File: config.mk
export PLATFORM = sky130hd
export DESIGN_NAME = module_hamming_secded_decoder
export DESIGN_NICKNAME = d
export VERILOG_FILES = /design/src/rtl/module_hamming_secded_decoder.sv
export SDC_FILE = /design/constraint.sdc
export NUM_CORES = 1
export LEC_CHECK = 0
export CAP_MARGIN = 20
export CORE_MARGIN = 5
export CORE_UTILIZATION = 50
export CTS_CLUSTER_DIAMETER = 100
export DETAILED_ROUTE_END_ITERATION = 16
export GPL_ROUTABILITY_DRIVEN = 0
export PLACE_DENSITY = 0.87
export SYNTH_ARGS = -nofsm -noshare
export SYNTH_HDL_FRONTEND = slang
export SYNTH_SLANG_ARGS = --single-unit
File: constraint.sdc
create_clock -name clk -period 2.35 [get_ports clk]
set_input_delay 0.3525 -clock clk [delete_from_list [all_inputs] [get_ports clk]]
set_output_delay 0.3525 -clock clk [all_outputs]
set_load 0.05 [all_outputs]
File: src/rtl/module_hamming_secded_decoder.sv
// Two-stage SECDED (extended Hamming) decoder with valid/ready handshakes
// on both sides and saturating single/double error counters.
module module_hamming_secded_decoder #(
   parameter int P     = 3,
   parameter int CNT_W = 16,
   localparam int unsigned N = (1 << P) - 1,
   localparam int unsigned K = N - P
) (
   input  logic             clk,
   input  logic             rst,
   input  logic [N:0]       in_codeword,
   input  logic             in_valid,
   output logic             in_ready,
   input  logic             correct_en,
   input  logic             cnt_clr,
   output logic [K-1:0]     out_data,
   output logic [P-1:0]     out_syndrome,
   output logic             out_err_single,
   output logic             out_err_double,
   output logic             out_valid,
   input  logic             out_ready,
   output logic [CNT_W-1:0] cnt_single,
   output logic [CNT_W-1:0] cnt_double
);

   // Positions (1..N) that contribute to syndrome bit k.
   function automatic logic [N-1:0] syn_mask(input int unsigned k);
      logic [N-1:0] m;
      m = '0;
      for (int unsigned i = 1; i <= N; i++) begin
         if (((i >> k) & 1) != 0) m = m | (N'(1) << (i - 1));
      end
      return m;
   endfunction

   // Hamming position of data bit d: the d-th non-power-of-two position.
   function automatic int unsigned data_pos(input int unsigned d);
      int unsigned cnt;
      int unsigned pos;
      cnt = 0;
      pos = 0;
      for (int unsigned i = 1; i <= N; i++) begin
         if ((i & (i - 1)) != 0) begin
            if (cnt == d) pos = i;
            cnt++;
         end
      end
      return pos;
   endfunction

   logic [P-1:0] syn;
   logic         pa;
   logic [K-1:0] raw_data;

   logic         s1_valid;
   logic [K-1:0] s1_data;
   logic [P-1:0] s1_syn;
   logic         s1_pa;
   logic         s1_cen;
   logic [K-1:0] fixed_data;

   logic         s2_valid;
   logic         s1_ready;
   logic         out_hs;

   for (genvar k = 0; k < P; k++) begin : g_syn
      assign syn[k] = ^(in_codeword[N-1:0] & syn_mask(k));
   end

   assign pa = ^in_codeword;

   // Only the data positions are carried to stage 2; the check bits are fully
   // consumed by the syndrome and parity registered alongside them, and a
   // single-bit flip at a data position is equivalent to flipping the
   // codeword before extraction.
   for (genvar d = 0; d < K; d++) begin : g_data
      assign raw_data[d]   = in_codeword[data_pos(d) - 1];
      assign fixed_data[d] = s1_data[d] ^
                             (s1_pa && s1_cen && (s1_syn == P'(data_pos(d))));
   end

   assign s1_ready  = !s2_valid || out_ready;
   assign in_ready  = rst || !s1_valid || s1_ready;
   assign out_valid = s2_valid && !rst;
   assign out_hs    = out_valid && out_ready;

   // Stage 1: capture data bits, syndrome, overall parity and correct_en.
   always_ff @(posedge clk) begin
      if (rst) begin
         s1_valid <= 1'b0;
         s1_data  <= '0;
         s1_syn   <= '0;
         s1_pa    <= 1'b0;
         s1_cen   <= 1'b0;
      end else if (in_ready) begin
         s1_valid <= in_valid;
         if (in_valid) begin
            s1_data <= raw_data;
            s1_syn  <= syn;
            s1_pa   <= pa;
            s1_cen  <= correct_en;
         end
      end
   end

   // Stage 2: classify, apply correction and hold the result until accepted.
   always_ff @(posedge clk) begin
      if (rst) begin
         s2_valid       <= 1'b0;
         out_data       <= '0;
         out_syndrome   <= '0;
         out_err_single <= 1'b0;
         out_err_double <= 1'b0;
      end else if (s1_ready) begin
         s2_valid <= s1_valid;
         if (s1_valid) begin
            out_data       <= fixed_data;
            out_syndrome   <= s1_syn;
            out_err_single <= s1_pa;
            out_err_double <= !s1_pa && (s1_syn != '0);
         end
      end
   end

   // Saturating error counters; clear wins over a same-cycle increment.
   always_ff @(posedge clk) begin
      if (rst || cnt_clr) begin
         cnt_single <= '0;
         cnt_double <= '0;
      end else if (out_hs) begin
         if (out_err_single && (cnt_single != '1)) cnt_single <= cnt_single + 1'b1;
         if (out_err_double && (cnt_double != '1)) cnt_double <= cnt_double + 1'b1;
      end
   end

endmodule

==> impl_metrics.ini, run 1 <==
[status]
status = finished, final reports clean

[logic_synthesis]
syn-cell-area_um2 = 2600
async_flop_share_pct = 0
ys_seq_area_share_pct = 40.0
synth_top_area_cell = dfxtp_1
avgSynthCellArea_um2 = 8.25
yosysMostFrequentCell = dfxtp_1
synth_commonest_cells = dfxtp_1, nand2_1, a21oi_1
yosys_warnings = 0
yosysTopAreaCellShare_pct = 40.0
netlist_instances = 315
ys_ff_latch = 52
synth_edf_count = 0
synth_cell_types = 40
synthesis.nets = 331
synth_flop_cell = dfxtp_1
netlist_top_cells_area = dfxtp_1, a21oi_1, nand2_1

[timing]
hold_viol = 0
worst_pin_slew_ns = 0.774
grt_setup_unrepaired = no
drv_slew = 0
fin_crit_sh_pct = 90.3
max_clock_freq_mhz = 471
skew_ns = 0.00924
setup_viol = 0
min_period_ns = 2.12
relSlewSlack_pct = 48.2

[route]
ant_nets = 0
initialDrtViolationCount = 185
num_vias = 2658
vias_per_cell = 5.96
drt_first_pass_iters = 4
routedWlPerCell_um = 14.5
finalWirelength_um = 6480
drc = 0

[grt]
grt_max_degree = 29
antenna_found_initial = 0
grt_pass1_vias = 2482
track_usage_pct = 20.1
grt_first_pass_wirelength_um = 10600
grt.overflow.total = 0

[clock_network]
postCtsResizedCells = 0
cts_buffers = 5
cts_root_buffer = clkbuf_8
htreeDepth = 2
hold_buffers = 0
clkTransAtPathRegs_ns = 0.10
numClockSinks = 52
cts_tree = yes
cts_setup_buffers = 0
cts_max_path_buffers = 2
clock_latency_ns = 0.31

[die]
die_y_um = 82.1
die_area_um2 = 6740
num_rows = 26
core_um2 = 5070
die_w_um = 82.1
io_pins = 57
initial_core_util_pct = 51.2

[setup_path]
crit_path_end_kind = flip-flop
slowest_delay_ns = 0.62
crit_chain = clkdlybuf4s50_1 -> nand4b_2 -> or4_1 -> nor3_1 -> mux2_2
path_class = primary input to flip-flop
cp-start-kind = primary input
r2r_setup_slack_ns = 0.36
crit_path_top_delay_cell = or4_1
critPathRequiredTime_ns = 2.56
cp.arrival_ns = 2.33
crit_path_max_fanout = 7

[job]
cap_viol_max_count = 0

[place]
port_buffers = 56
placed_cells = 438
place_hpwl_um = 4910

[pwr]
clkPwrFrac_pct = 31.5
total_power_mw = 1.63
p_comb_share_pct = 11.6
seqPwrFrac_pct = 56.9
switchingPower_uw = 433
cellPowerDensity_nw_per_um2 = 482
swShare_pct = 26.6
power_leakage_nw = 1.05
ir_drop_v = 0.000408
p_int_mw = 1.20

[finish]
nets = 391
diodes = 0
drive_gt1_share_pct = 6.12
area_growth_pct = 30.0
final_cell_count_no_fill = 446

[worst_hold_path]
min_path_type = flip-flop to flip-flop
-- metal layers --
layer  vias to the layer above  global-route usage, %  part of all wire (%)
met2                        76                   34.7                    49
met1                      1253                   23.4                    43
met5                         -                      0                     0
met4                         0                   10.5                   2.0
met3                        16                   4.23                   5.2
li1                       1313                      -                     -
-- flip-flops by register name (all words and copies together) (netlist names) --
signal and flops:
s2_valid 1, out_err_double 1, s1_cen 1, s1_valid 1
cnt_double 16, cnt_single 16, s1_syn 3, out_data 4
s1_data 4, s1_pa 1, out_err_single 1, out_syndrome 3
-- power by group through the flow --
stage | combinational [mW] | clock, mW | sequential (mW)
floorplan | 0.0929 | 0 | 0.972
global placement | 0.186 | 0 | 0.946
detailed placement | 0.190 | 0 | 0.947
CTS | 0.191 | 0.519 | 0.926
global route | 0.204 | 0.553 | 0.930
finish | 0.189 | 0.513 | 0.926
-- worst max-delay path: cells and delay by family --
family | cells | cell delay (ns)
buffers and inverters | 1 | 0.57
and+or+nand+nor | 3 | 1.04
muxes | 1 | 0.37
-- cell usage in the layout (no fill, tap or decap), types with 2 or more instances in the layout --
master and count:
a211oi_1 10, a21oi_1 32, and2_1 5, and4_1 5, and4b_1 2, buf_12 2, buf_4 10, clkbuf_8 5
clkdlybuf4s50_1 54, clkinv_2 2, dfxtp_1 52, ha_1 2, inv_1 10, mux2i_1 2, nand2_1 41, nand3_1 14
nand4_1 11, nand4b_1 2, nor2_1 16, nor3_1 6, nor3b_1 2, nor4_1 6, o211ai_1 3, o21ai_0 8
o311ai_0 4, o31ai_1 14, o41ai_1 3, or3_1 10, or4_1 16, xnor2_1 11, xor2_1 4
-- metrics by stage --
step           setup WS [ns]  setup TNS (ns)  instance area, um2  util (%)  hold WS (ns)
5_1_grt                0.211               0                3380      66.6         0.498
3_5_place_dp         -0.0718         -0.0718                3290      64.9         0.460
2_1_floorplan          0.175               0                2600         -         0.447
4_1_cts                0.248               0                3380      66.6         0.474
6_report               0.228               0                3380      66.6         0.472
3_3_place_gp          0.0327               0                3290      64.9         0.450
-- cell families after synthesis --
group                    synth area share, %
multiplexers                            1.20
adder cells (fa/ha/maj)                0.962
AND/OR/NAND/NOR                         30.1
buffers and inverters                   3.42
flip-flops                              40.0
AO/OA/AOI/OAI                           19.2
XOR/XNOR                                5.05
-- area by class of cell --
type,count,area [um2]
Sequential cell,52,1040
Multi-Input combinational cell,240,1470
Timing Repair Buffer,66,656
Clock buffer,5,68.8
Clock inverter,3,18.8
Tap cell,70,87.6
Fill cell,457,1700
Inverter,10,37.5
-- worst paths after layout --
| kind | startpoint | end | cells past startpoint |
|---|---|---|---|
| worst min-delay path | out_syndrome[1] | out_syndrome[1] | 2 |
| worst max register to register | cnt_double[2] | cnt_double[11] | 4 |
| worst min register to register | out_syndrome[1] | out_syndrome[1] | 2 |
| worst max-delay path | out_ready | cnt_double[11] | 5 |
No activity file was read; power rests on OpenSTA's default activity.
==> run 2, diff against run 1 <==
- SETUP_SLACK_MARGIN: not set -> 0.15
==> results of run 2 <==
Final layout, timing and power as in run 1 (identical DEF).
